### src/rtl/clock_enable_gen.sv
// Multi-channel clock divider producing registered divided clocks and
// single-cycle enable strobes, with glitch-free runtime ratio changes and phase sync.
module clock_enable_gen #(
    parameter int NCH         = 4,
    parameter int W           = 16,
    parameter int DIV_DEFAULT = 4
) (
    input  logic               clk,
    input  logic               reset_n,
    input  logic [NCH*W-1:0]   div_i,
    input  logic               load_i,
    input  logic               sync_i,
    output logic [NCH-1:0]     clk_o,
    output logic [NCH-1:0]     ce_o,
    output logic [NCH-1:0]     pend_o
);

    localparam logic [W-1:0] DIV_INIT = W'(DIV_DEFAULT);

    for (genvar k = 0; k < NCH; k++) begin : g_ch
        logic [W-1:0] a_q, a_d;
        logic [W-1:0] p_q, p_d;
        logic         f_q, f_d;
        logic [W-1:0] c_q, c_d;
        logic         clk_q, clk_d;
        logic         ce_q, ce_d;
        logic [W-1:0] div_k;
        logic [W:0]   half;
        logic         last;

        assign div_k = div_i[k*W +: W];
        // Computed one bit wider so the largest ratio does not wrap before halving.
        assign half  = ({1'b0, a_q} + 1'b1) >> 1;
        assign last  = (a_q != '0) && (c_q == a_q - 1'b1);

        always_comb begin
            a_d   = a_q;
            p_d   = p_q;
            f_d   = f_q;
            c_d   = c_q;
            clk_d = 1'b0;
            ce_d  = 1'b0;
            if (load_i && sync_i) begin
                a_d = div_k;
                c_d = '0;
                f_d = 1'b0;
            end else begin
                if (sync_i) begin
                    c_d = '0;
                    if (f_q) begin
                        a_d = p_q;
                        f_d = 1'b0;
                    end
                end else if (a_q == '0) begin
                    c_d = '0;
                    if (f_q) begin
                        a_d = p_q;
                        f_d = 1'b0;
                    end
                end else begin
                    clk_d = ({1'b0, c_q} < half);
                    ce_d  = last;
                    if (last) begin
                        c_d = '0;
                        if (f_q) begin
                            a_d = p_q;
                            f_d = 1'b0;
                        end
                    end else begin
                        c_d = c_q + 1'b1;
                    end
                end
                // A load landing on a boundary re-arms pending after the old value is applied.
                if (load_i) begin
                    p_d = div_k;
                    f_d = 1'b1;
                end
            end
        end

        always_ff @(posedge clk or negedge reset_n) begin
            if (!reset_n) begin
                a_q   <= DIV_INIT;
                p_q   <= '0;
                f_q   <= 1'b0;
                c_q   <= '0;
                clk_q <= 1'b0;
                ce_q  <= 1'b0;
            end else begin
                a_q   <= a_d;
                p_q   <= p_d;
                f_q   <= f_d;
                c_q   <= c_d;
                clk_q <= clk_d;
                ce_q  <= ce_d;
            end
        end

        assign clk_o[k]  = clk_q;
        assign ce_o[k]   = ce_q;
        assign pend_o[k] = f_q;
    end

endmodule

### config.mk
export PLATFORM = sky130hd
export DESIGN_NAME = clock_enable_gen
export DESIGN_NICKNAME = d
export VERILOG_FILES = /design/src/rtl/clock_enable_gen.sv
export SDC_FILE = /design/constraint.sdc
export NUM_CORES = 1
export LEC_CHECK = 0
export ABC_AREA = 1
export ABC_CLOCK_PERIOD_IN_PS = 7000
export CORE_UTILIZATION = 45
export DETAILED_ROUTE_END_ITERATION = 10
export GPL_TIMING_DRIVEN = 0
export HOLD_SLACK_MARGIN = 0.12
export PLACE_DENSITY = 0.63
export SLEW_MARGIN = 0
export SYNTH_ARGS = -nofsm -noshare
export SYNTH_HDL_FRONTEND = slang
export SYNTH_SLANG_ARGS = --single-unit
### constraint.sdc
create_clock -name clk -period 7 [get_ports clk]
set_clock_uncertainty 0.05 [all_clocks]
set_input_delay 1.4 -clock clk [delete_from_list [all_inputs] [get_ports clk]]
set_output_delay 1.4 -clock clk [all_outputs]
set_load 0.05 [all_outputs]
==> metrics.md, run 1 <==
| Metric | Value |
|---|---|
| Status | finished clean |
| Critical path data required time | 5.55 ns |
| CTS tree | built |
| Arr. time, crit path | 1.87 ns |
| Top post-synthesis cells by area | dfrtp_1, nand2_1, ha_1 |
| Period minus WS final | 3.318 ns |
| Post-synthesis mux area share | 0% |
| Design area | 16840 µm² |
| Hold Vio Cnt, Final | 0 |
| WL/cell | 13.94 µm |
| Finish-stage setup viols | 0 |
| Met3 GRT Util | 2.794% |
| Post-Layout Cell Count | 2637 |
| Adder-Cell Fraction of Synth Area | 6.153% |
| Die width | 182.4 µm |
| Met2 Use GR | 38.62% |
| CP Launch Type | flop |
| Simple-gate share of the synthesized area | 33.06% |
| Combinational Power Share | 33.6% |
| Reg2reg setup slack | 3.93 ns |
| Total number of vias | 13130 |
| Maximum clock insertion buffer count | 3 |
| I/O pin cnt | 80 |
| Antenna violations before repair | 1 |
| Final WS setup | 3.682 ns |
| Mapped Cells | 2076 |
| Layout area overhead | 15.05% |
| Synth warnings | 0 |
| Root Driver | clkbuf_16 |
| Fin nets | 2323 |
| Max Slew Vio Count | 0 |
| GRT Util Overall | 22.84% |
| Syn avg cell area | 7.052 µm² |
| Post-synthesis compound-gate area fraction | 8.316% |
| Seq/Total Area, Yosys | 34.90% |
| Cell Rows | 65 |
| Max cap viols | 0 |
| Most common cell in the synthesized netlist | nand2_1 |
| Hold Path End | g_ch[1].p_q[14] |
| Ratio of cells with drive above 1 in the final layout | 8.087% |
| Clock-pin slew on the worst setup and hold paths | 0.06 ns |
| Area after DPL | 16010 µm² |
| Synthesized Nets | 2216 |
| Fillers | 3102 |
| Routability congestion estimate from global placement | 0.8862 |
| Hold crit path type | flop to flop |
| Die height | 182.4 µm |
| Hold_sp | g_ch[1].p_q[14] |
| Post-route ant nets | 0 |
| Worst setup path class | flop to primary output |
| PwrDens | 246.6 nW/µm² |
| DPL Wire Length | 28.50 mm |
| Worst hold slack | 0.4370 ns |
| Peak supply drop | 207.4 µV |
| Drt via density | 4.977 |
| EDFF count, synth | 0 |
| Reg-to-Reg Start | g_ch[0].a_q[2] |
| CTS resizes | 0 |
| Htree depth | 1 |
| Register bit total from synthesis | 204 |
| Switching pwr | 1.523 mW |
| DRT Pass-1 Iters | 5 |
| Leakage | 8.318 nW |
| Setup TNS | 0 ns |
| Placement Setup Slack | 3.276 ns |
| Max frequency | 301.4 MHz |
| Num CTS Buffers | 25 |
| XOR/XNOR Fraction of Synth Area | 7.358% |
| Internal power | 2.631 mW |
| Die footprint | 33260 µm² |
| Period utilization | 47.39% |
| Setup Fix Bufs, Post-CTS | 0 |
| Clock Latency Late Sink | 0.53 ns |
| Max incr delay on CP | 0.79 ns |
| Sink Count | 204 |
| Worst-path fanout max | 2 |
| WP buf/inv | 2 |
| Drt total wl | 36.75 mm |
| Clk network pwr share | 31.4% |
| Largest net degree at the start of global routing | 110 |
| DRC Markers | 0 |
| Synth top cells by count | nand2_1, inv_1, dfrtp_1 |
| Synth Cell Area | 14640 µm² |
| First-pass GRT wire length | 61.98 mm |
| Slowest cell on the critical path | clkdlybuf4s50_1 |
| Placed insts | 2591 |
| CORE AREA | 31800 µm² |
| Total power | 4.154 mW |
| Port bufs | 79 |
| Post-synthesis async set-or-reset flop share | 100.0% |
| Largest delay share family, worst path | buffers and inverters |
| Post-CTS Hold Fix Bufs | 0 |
| Seq pwr share | 34.9% |
| Relative slew slack | 47.38% |
| Hold Path Depth | 2 |
| CP Depth | 2 |
| Vias in the first global route | 12850 |
| Initial Utilization | 46.04% |
| GRT Max-Usage Layer | met2 |
| Worst setup EP type | primary output |
| GRT met1 Usage | 30.71% |
| Largest family of logic cells by synthesized area | simple AND/OR/NAND/NOR gates |
| Yosys top cell by area | dfrtp_1 |
| Slew @ Worst Pin | 0.7893 ns |
| Switch share | 36.65% |
| RSZ-0062 raised after global routing | no |
| Dominant synthesized flop cell | dfrtp_1 |
| CP Cell Sequence | buf_4 -> clkdlybuf4s50_1 |
| Synth cell types | 44 |
| GR Overflow Total | 0 |
| Finished Core Util | 52.97% |
| Reg2reg end | g_ch[0].clk_q |
| Worst reg-to-reg path cell count | 15 |
| 1st-iter DRT viols | 730 |
| Area share of the largest cell type after synthesis | 34.19% |
## layout by cell type (no fill, tap or decap), drive strengths merged, types with 58 or more instances in the layout
cell type / count
nor2: 215
clkbuf: 78
o21ai: 160
nand2: 588
xor2: 84
clkdlybuf4s50: 78
ha: 72
dfrtp: 200
buf: 58
nand3: 180
inv: 252
nor3: 58
## power groups by stage
stage	clock, mW	sequential (mW)	combinational, mW
floorplan	0	1.43	1.08
global placement	0	1.47	1.37
detailed placement	0	1.47	1.39
CTS	1.34	1.45	1.40
global route	1.39	1.47	1.61
finish	1.31	1.45	1.40
## state kept, by name (all words and copies together) (netlist names)
name        cells
g_ch.f_q        4
g_ch.c_q       64
g_ch.clk_q      4
g_ch.p_q       64
g_ch.a_q       64
g_ch.ce_q       4
## worst max path at each step
stage,start,end,slack [ns]
2_1_floorplan,g_ch[0].a_q[2],g_ch[0].clk_q,4.39
6_report,g_ch[2].f_q,pend_o[2],3.68
5_1_grt,g_ch[2].f_q,pend_o[2],3.65
3_5_place_dp,load_i,g_ch[0].a_q[14],3.28
4_1_cts,g_ch[2].f_q,pend_o[2],3.66
3_3_place_gp,reset_n,g_ch[0].c_q[15],-4.47
## final cells by class
cell class	instances	area, µm²	share of cell area (%)
inverter	253	949.7	5.638
timing repair buffer	80	823.3	4.888
buffer	98	545.5	3.239
clock buffer	36	726.9	4.316
sequential	204	5110	30.34
multi-input combinational	1521	8035	47.70
tap	435	544.3	3.231
antenna	1	2.502	0.01486
clock inverter	9	106.4	0.6314
## worst register-to-register path: cells and delay by family, from the launching register on
kind,cells,cell delay (ns)
DFF,1,0.52
and+or+nand+nor,10,1.57
buffers and inverters,2,0.20
xor gates and xnor gates,1,0.17
adders and majority gates,1,0.28
AOI/OAI and AO/OA,1,0.12
## per-layer routing
metal  vias to the layer above  routed length (µm)
li1                       6832                   -
met1                      6038               17420
met2                       204               17070
met3                        51                1340
met4                         0                 918
met5                         -                   0
## cell families after synthesis
group,Yosys count
XOR/XNOR,123
AO/OA/AOI/OAI,232
flip-flops,204
buffers and inverters,351
AND/OR/NAND/NOR,1094
adder cells (fa/ha/maj),72
(Power assumes the default switching activity.)
==> inputs of run 2 (changes only) <==
--- a/config.mk
+++ b/config.mk
@@ -6,12 +6,12 @@
 export NUM_CORES = 1
 export LEC_CHECK = 0
 export ABC_AREA = 1
-export ABC_CLOCK_PERIOD_IN_PS = 7000
+export ABC_CLOCK_PERIOD_IN_PS = 2900
 export CORE_UTILIZATION = 45
 export DETAILED_ROUTE_END_ITERATION = 10
 export GPL_TIMING_DRIVEN = 0
 export HOLD_SLACK_MARGIN = 0.12
-export PLACE_DENSITY = 0.63
+export PLACE_DENSITY = 0.65
 export SLEW_MARGIN = 0
 export SYNTH_ARGS = -nofsm -noshare
 export SYNTH_HDL_FRONTEND = slang
==> constraint.sdc (replaced) <==
create_clock -name clk -period 2.9 [get_ports clk]
set_clock_uncertainty 0.05 [all_clocks]
set_input_delay 0.58 -clock clk [delete_from_list [all_inputs] [get_ports clk]]
set_output_delay 0.58 -clock clk [all_outputs]
set_load 0.05 [all_outputs]
==> metrics.md, run 2 (synthesis results as in run 1) <==
| Metric | Value |
|---|---|
| Switch share | 36.31% |
| Initial Utilization | 46.04% |
| Cell Rows | 65 |
| Leakage | 8.545 nW |
| Die height | 182.4 µm |
| Biggest regs | g_ch.a_q (64), g_ch.c_q (64), g_ch.p_q (64) |
| Max Slew Vio Count | 0 |
| Switching pwr | 3.776 mW |
| Combinational Power Share | 33.8% |
| Post-route ant nets | 0 |
| Largest delay share family, worst path | simple AND/OR/NAND/NOR gates |
| CP Launch Type | flop |
| CORE AREA | 31800 µm² |
| Die footprint | 33260 µm² |
| Die width | 182.4 µm |
| Drt total wl | 37.26 mm |
| Commonest non-fill, non-tap cells in the layout | nand2_1, inv_1, dfrtp_1 |
| RSZ-0062 raised after global routing | yes |
| Hold crit path type | flop to flop |
| First-pass GRT wire length | 61.43 mm |
| Arr. time, crit path | 3.17 ns |
| ANT cells | 0 |
| GR Overflow Total | 0 |
| Slowest cell on the critical path | dfstp_2 |
| Root Driver | clkbuf_16 |
| Finish-stage setup viols | 0 |
| Seq pwr share | 33.7% |
| Area after DPL | 16010 µm² |
| DRC Markers | 0 |
| Htree depth | 1 |
| Relative slew slack | 38.75% |
| Hold Vio Cnt, Final | 0 |
| Slew @ Worst Pin | 0.9188 ns |
| CTS tree | built |
| Worst setup path class | flop to flop |
| Placed insts | 2591 |
| Antenna violations before repair | 1 |
| Sink Count | 204 |
| Critical path data required time | 3.29 ns |
| I/O pin cnt | 80 |
| Clk network pwr share | 32.5% |
| CP Cell Sequence | buf_6 -> inv_1 -> nor3_4 -> nand3_2 -> nor2_4 -> nand2_4 -> nor3_4 -> nand4_1 -> xor2_1 -> ha_1 -> nand2_2 -> o21ai_1 -> a21oi_1 -> nand3_1 -> nor2_2 |
| Ratio of cells with drive above 1 in the final layout | 11.37% |
| DRT Pass-1 Iters | 5 |
| Most common cell after layout, fill and taps aside | nand2_1 |
| Max cap viols | 0 |
| Total number of vias | 13330 |
| Clock Latency Late Sink | 0.54 ns |
| DPL Wire Length | 28.41 mm |
| Status | finished clean |
| Port bufs | 79 |
| Clock-pin slew on the worst setup and hold paths | 0.06 ns |
| Vias in the first global route | 12670 |
| WP buf/inv | 2 |
| Drt via density | 5.009 |
| Internal power | 6.623 mW |
| Largest net degree at the start of global routing | 121 |
| Num CTS Buffers | 25 |
| Max incr delay on CP | 0.53 ns |
| Layout area overhead | 18.67% |
| Worst-path fanout max | 6 |
| Period utilization | 95.87% |
| WL/cell | 14.01 µm |
| Fin nets | 2346 |
| PwrDens | 598.5 nW/µm² |
| Worst setup EP type | flop |
| 1st-iter DRT viols | 834 |
| GRT Util Overall | 22.59% |
| Post-Layout Cell Count | 2660 |
| Max frequency | 359.7 MHz |
| Peak supply drop | 428.3 µV |
| Period minus WS final | 2.780 ns |
| CP most frequent cell | nor3_4 |
| Worst hold slack | 0.4336 ns |
| Maximum clock insertion buffer count | 3 |
| Routability congestion estimate from global placement | 0.9191 |
| Design area | 17370 µm² |
run 2: cell count changes in the layout (fill, tap and decap cells not counted), moves of 8 or more:
cell / change
nor3_4: +8
nor2_1: -15
buf_4: +22
nand3_1: -8
nor2_4: +8
nor3_1: -8
run 2: worst reg2reg max path, stage by stage (launching register included):
cell and delay [ns]:
dfstp_2 0.53, buf_6 0.11, inv_1 0.07, nor3_4 0.15, nand3_2 0.14, nor2_4 0.18
nand2_4 0.08, nor3_4 0.23, nand4_1 0.16, xor2_1 0.18, ha_1 0.30, nand2_2 0.11
o21ai_1 0.08, a21oi_1 0.11, nand3_1 0.10, nor2_2 0.12
run 2: per-stage QoR:
step	TNS [ns]	worst slack, ns	util (%)	power [mW]
2_1_floorplan	0	0.2875	-	6.062
3_3_place_gp	-1557.77	-7.708	50.24	6.827
3_5_place_dp	-0.2546	-0.1664	50.34	6.905
4_1_cts	-0.003663	-0.003663	53.43	10.37
5_1_grt	-0.1891	-0.07776	54.64	11.16
6_report	0	0.1199	54.64	10.40
run 2: final timing paths:
kind,depth (start not counted),slack (ns),start,end
max in group asynchronous,3,1.21,reset_n,g_ch[0].a_q[1]
min,2,0.43,g_ch[3].p_q[14],g_ch[3].p_q[14]
max reg2reg,15,0.12,g_ch[0].a_q[2],g_ch[0].clk_q
min reg2reg,2,0.43,g_ch[3].p_q[14],g_ch[3].p_q[14]
min in group asynchronous,2,0.55,reset_n,g_ch[2].c_q[0]
max,15,0.12,g_ch[0].a_q[2],g_ch[0].clk_q
run 2: power by group through the flow:
stage / registers, mW / clock network (mW) / logic, mW
3_5_place_dp: 3.54 / 0 / 3.36
5_1_grt: 3.55 / 3.59 / 4.02
3_3_place_gp: 3.53 / 0 / 3.29
4_1_cts: 3.49 / 3.47 / 3.40
2_1_floorplan: 3.46 / 0 / 2.61
6_report: 3.50 / 3.38 / 3.51
run 2: layer usage:
metal	track usage, %	wire (µm)
met4	7.664	1150
met5	0	12
met2	37.93	17610
met3	3.173	1496
met1	29.85	16990
run 2: cell type report:
cell class              count  area, µm²
inverters                 253      949.7
fillers                  3039      14430
clock inverters            16      222.7
plain buffers              98      548.0
well taps                 435      544.3
multi-input cells        1521       8313
repair buffers            103      998.5
clock buffers              30      684.4
flip-flops and latches    204       5114
run 2: timing repair:
action / CTS / global route
gates resized for setup: 12 / 59
endpoints found under the hold margin: 83 / 0
endpoints found under the setup margin: 3 / 4
buffers inserted: 2 / 20
pin swaps: 6 / 23
hold buffers: 1 / 0
==> inputs of run 3 (changes only) <==
--- a/config.mk
+++ b/config.mk
@@ -7,6 +7,7 @@
 export LEC_CHECK = 0
 export ABC_AREA = 1
 export ABC_CLOCK_PERIOD_IN_PS = 2900
+export CORE_ASPECT_RATIO = 1.75
 export CORE_UTILIZATION = 45
 export DETAILED_ROUTE_END_ITERATION = 10
 export GPL_TIMING_DRIVEN = 0
==> metrics.md, run 3 (synthesis results as in run 1) <==
| Metric | Value |
|---|---|
| Status | finished with violations |
| Failing checks | design-rule violations |
| Worst-path fanout max | 7 |
| Max cap viols | 0 |
| Multi-input gate area | 8332 µm² |
| Period minus WS final | 2.822 ns |
| Num CTS Buffers | 22 |
| CTS tree | built |
| Slowest cell on the critical path | dfstp_2 |
| Fin nets | 2345 |
| Port bufs | 79 |
| DRT Pass-1 Iters | 8 |
| Die height | 240.6 µm |
| Biggest regs | g_ch.a_q (64), g_ch.c_q (64), g_ch.p_q (64) |
| Ratio of cells with drive above 1 in the final layout | 11.08% |
| Relative slew slack | 44.06% |
| RSZ-0062 raised after global routing | yes |
| Layout area overhead | 17.26% |
| Period utilization | 97.31% |
| Largest delay share family, worst path | simple AND/OR/NAND/NOR gates |
| I/O pin cnt | 80 |
| Htree depth | 1 |
| Area after DPL | 15960 µm² |
| First-pass GRT wire length | 64.19 mm |
| Antenna violations before repair | 0 |
| Placement Setup Slack | -0.2144 ns |
| CP Cell Sequence | buf_6 -> nand3_4 -> nor2_4 -> nand2_2 -> nor2_4 -> nand4_1 -> nor3_4 -> nor2_1 -> a31oi_1 -> ha_1 -> a21oi_2 -> o21ai_1 -> a21oi_1 -> nand3_2 -> nor2_1 |
| ANT cells | 0 |
| Leakage | 8.491 nW |
| Fillers | 3099 |
| Clock-pin slew on the worst setup and hold paths | 0.06 ns |
| WL/cell | 14.92 µm |
| Maximum clock insertion buffer count | 3 |
| Die footprint | 33290 µm² |
| PwrDens | 576.1 nW/µm² |
| Max Slew Vio Count | 0 |
| Vias in the first global route | 13400 |
| Arr. time, crit path | 3.22 ns |
| Routability congestion estimate from global placement | 0.9009 |
| Total power | 9.891 mW |
| Sequential cell area | 5112 µm² |
| Drt via density | 5.159 |
| CORE AREA | 32110 µm² |
| DPL Wire Length | 30.39 mm |
| Cell Rows | 87 |
| Critical path data required time | 3.30 ns |
| Post-route ant nets | 0 |
| CP Launch Type | flop |
| Max frequency | 354.4 MHz |
| Sink Count | 204 |
| Initial Utilization | 45.59% |
| Most common cell after layout, fill and taps aside | nand2_1 |
| Die width | 138.4 µm |
| Hold Vio Cnt, Final | 0 |
| Design area | 17170 µm² |
| 1st-iter DRT viols | 568 |
| Hold crit path type | flop to flop |
| DRC Markers | 10 |
| Largest net degree at the start of global routing | 120 |
| WP buf/inv | 1 |
| Final WS setup | 0.07799 ns |
| GRT Util Overall | 24.01% |
| Drt total wl | 39.10 mm |
| Root Driver | clkbuf_16 |
| Finish-stage setup viols | 0 |
| GR Overflow Total | 0 |
| Peak supply drop | 480.0 µV |
| Worst setup EP type | flop |
| Commonest non-fill, non-tap cells in the layout | nand2_1, inv_1, dfrtp_1 |
| Max incr delay on CP | 0.52 ns |
| Clock Latency Late Sink | 0.53 ns |
| Slew @ Worst Pin | 0.8391 ns |
| Worst setup path class | flop to flop |
| Total number of vias | 13520 |
-- run 3: changes by cell type in the layout (fill, tap and decap cells not counted), moves of 3 or more --
cell        before  now
bufinv_16        5    1
nand3_1        166  163
clkinvlp_4       4    1
nand3_2         13   16
nor3_2           9    5
clkbuf_1        43   49
-- run 3: stage by stage --
| step | hold WS (ns) | util (%) | TNS (ns) | cells |
|---|---|---|---|---|
| finish | 0.4358 | 53.46 | 0 | 2621 |
| global route | 0.4576 | 53.46 | -0.1151 | 2621 |
| CTS | 0.4384 | 52.40 | 0 | 2604 |
| detailed placement | 0.4230 | 49.71 | -0.4902 | 2556 |
| global placement | 0.4160 | 49.61 | -1522.79 | 2555 |
| floorplan | 0.2344 | - | 0 | 2076 |
-- run 3: path summary, 6_finish.rpt --
path                       slack (ns)               to  depth (start not counted)       startpoint
max                              0.08    g_ch[1].clk_q                         15   g_ch[1].a_q[2]
min reg2reg                      0.44  g_ch[0].p_q[14]                          2  g_ch[0].p_q[14]
max in group asynchronous        1.11   g_ch[2].a_q[0]                          3          reset_n
min                              0.44  g_ch[0].p_q[14]                          2  g_ch[0].p_q[14]
max reg2reg                      0.08    g_ch[1].clk_q                         15   g_ch[1].a_q[2]
min in group asynchronous        0.60  g_ch[0].c_q[13]                          2          reset_n
-- run 3: layer usage --
layer | global-route usage, % | up-vias | routed length, µm
li1 | - | 6848 | -
met1 | 25.37 | 6311 | 14900
met2 | 46.15 | 253 | 20890
met3 | 2.401 | 111 | 1193
met4 | 13.99 | 0 | 2119
met5 | 0 | - | 0
-- run 3: what timing repair did --
action,CTS,global route
resized for setup,18,59
endpoints found under the hold margin,84,0
pin swaps,7,25
buffers inserted,7,17
setup endpoints to repair,3,4
hold buffers,1,0
-- run 3: cell type report --
class                      instances  share of cell area (%)
sequential                       204                   29.78
inverter                         253                   5.532
multi-input combinational       1521                   48.53
timing repair buffer             105                   5.903
clock buffer                      34                   3.826
clock inverter                     6                  0.3353
tap                              400                   2.915
buffer                            98                   3.178
-- run 3: worst reg2reg max path, stage by stage (launching register included) --
cell,delay (ns)
dfstp_2,0.52
buf_6,0.13
nand3_4,0.09
nor2_4,0.12
nand2_2,0.07
nor2_4,0.13
nand4_1,0.22
nor3_4,0.28
nor2_1,0.06
a31oi_1,0.17
ha_1,0.28
a21oi_2,0.13
o21ai_1,0.07
a21oi_1,0.16
nand3_2,0.14
nor2_1,0.12
-- run 3: power breakdown --
| part | internal (mW) | leakage [nW] | total, mW | switching (mW) |
|---|---|---|---|---|
| Sequential | 3.19 | 2.63 | 3.50 | 0.311 |
| Combinational | 1.30 | 5.51 | 3.55 | 2.25 |
| Clock | 1.65 | 0.350 | 2.84 | 1.19 |
| Total | 6.14 | 8.49 | 9.89 | 3.76 |
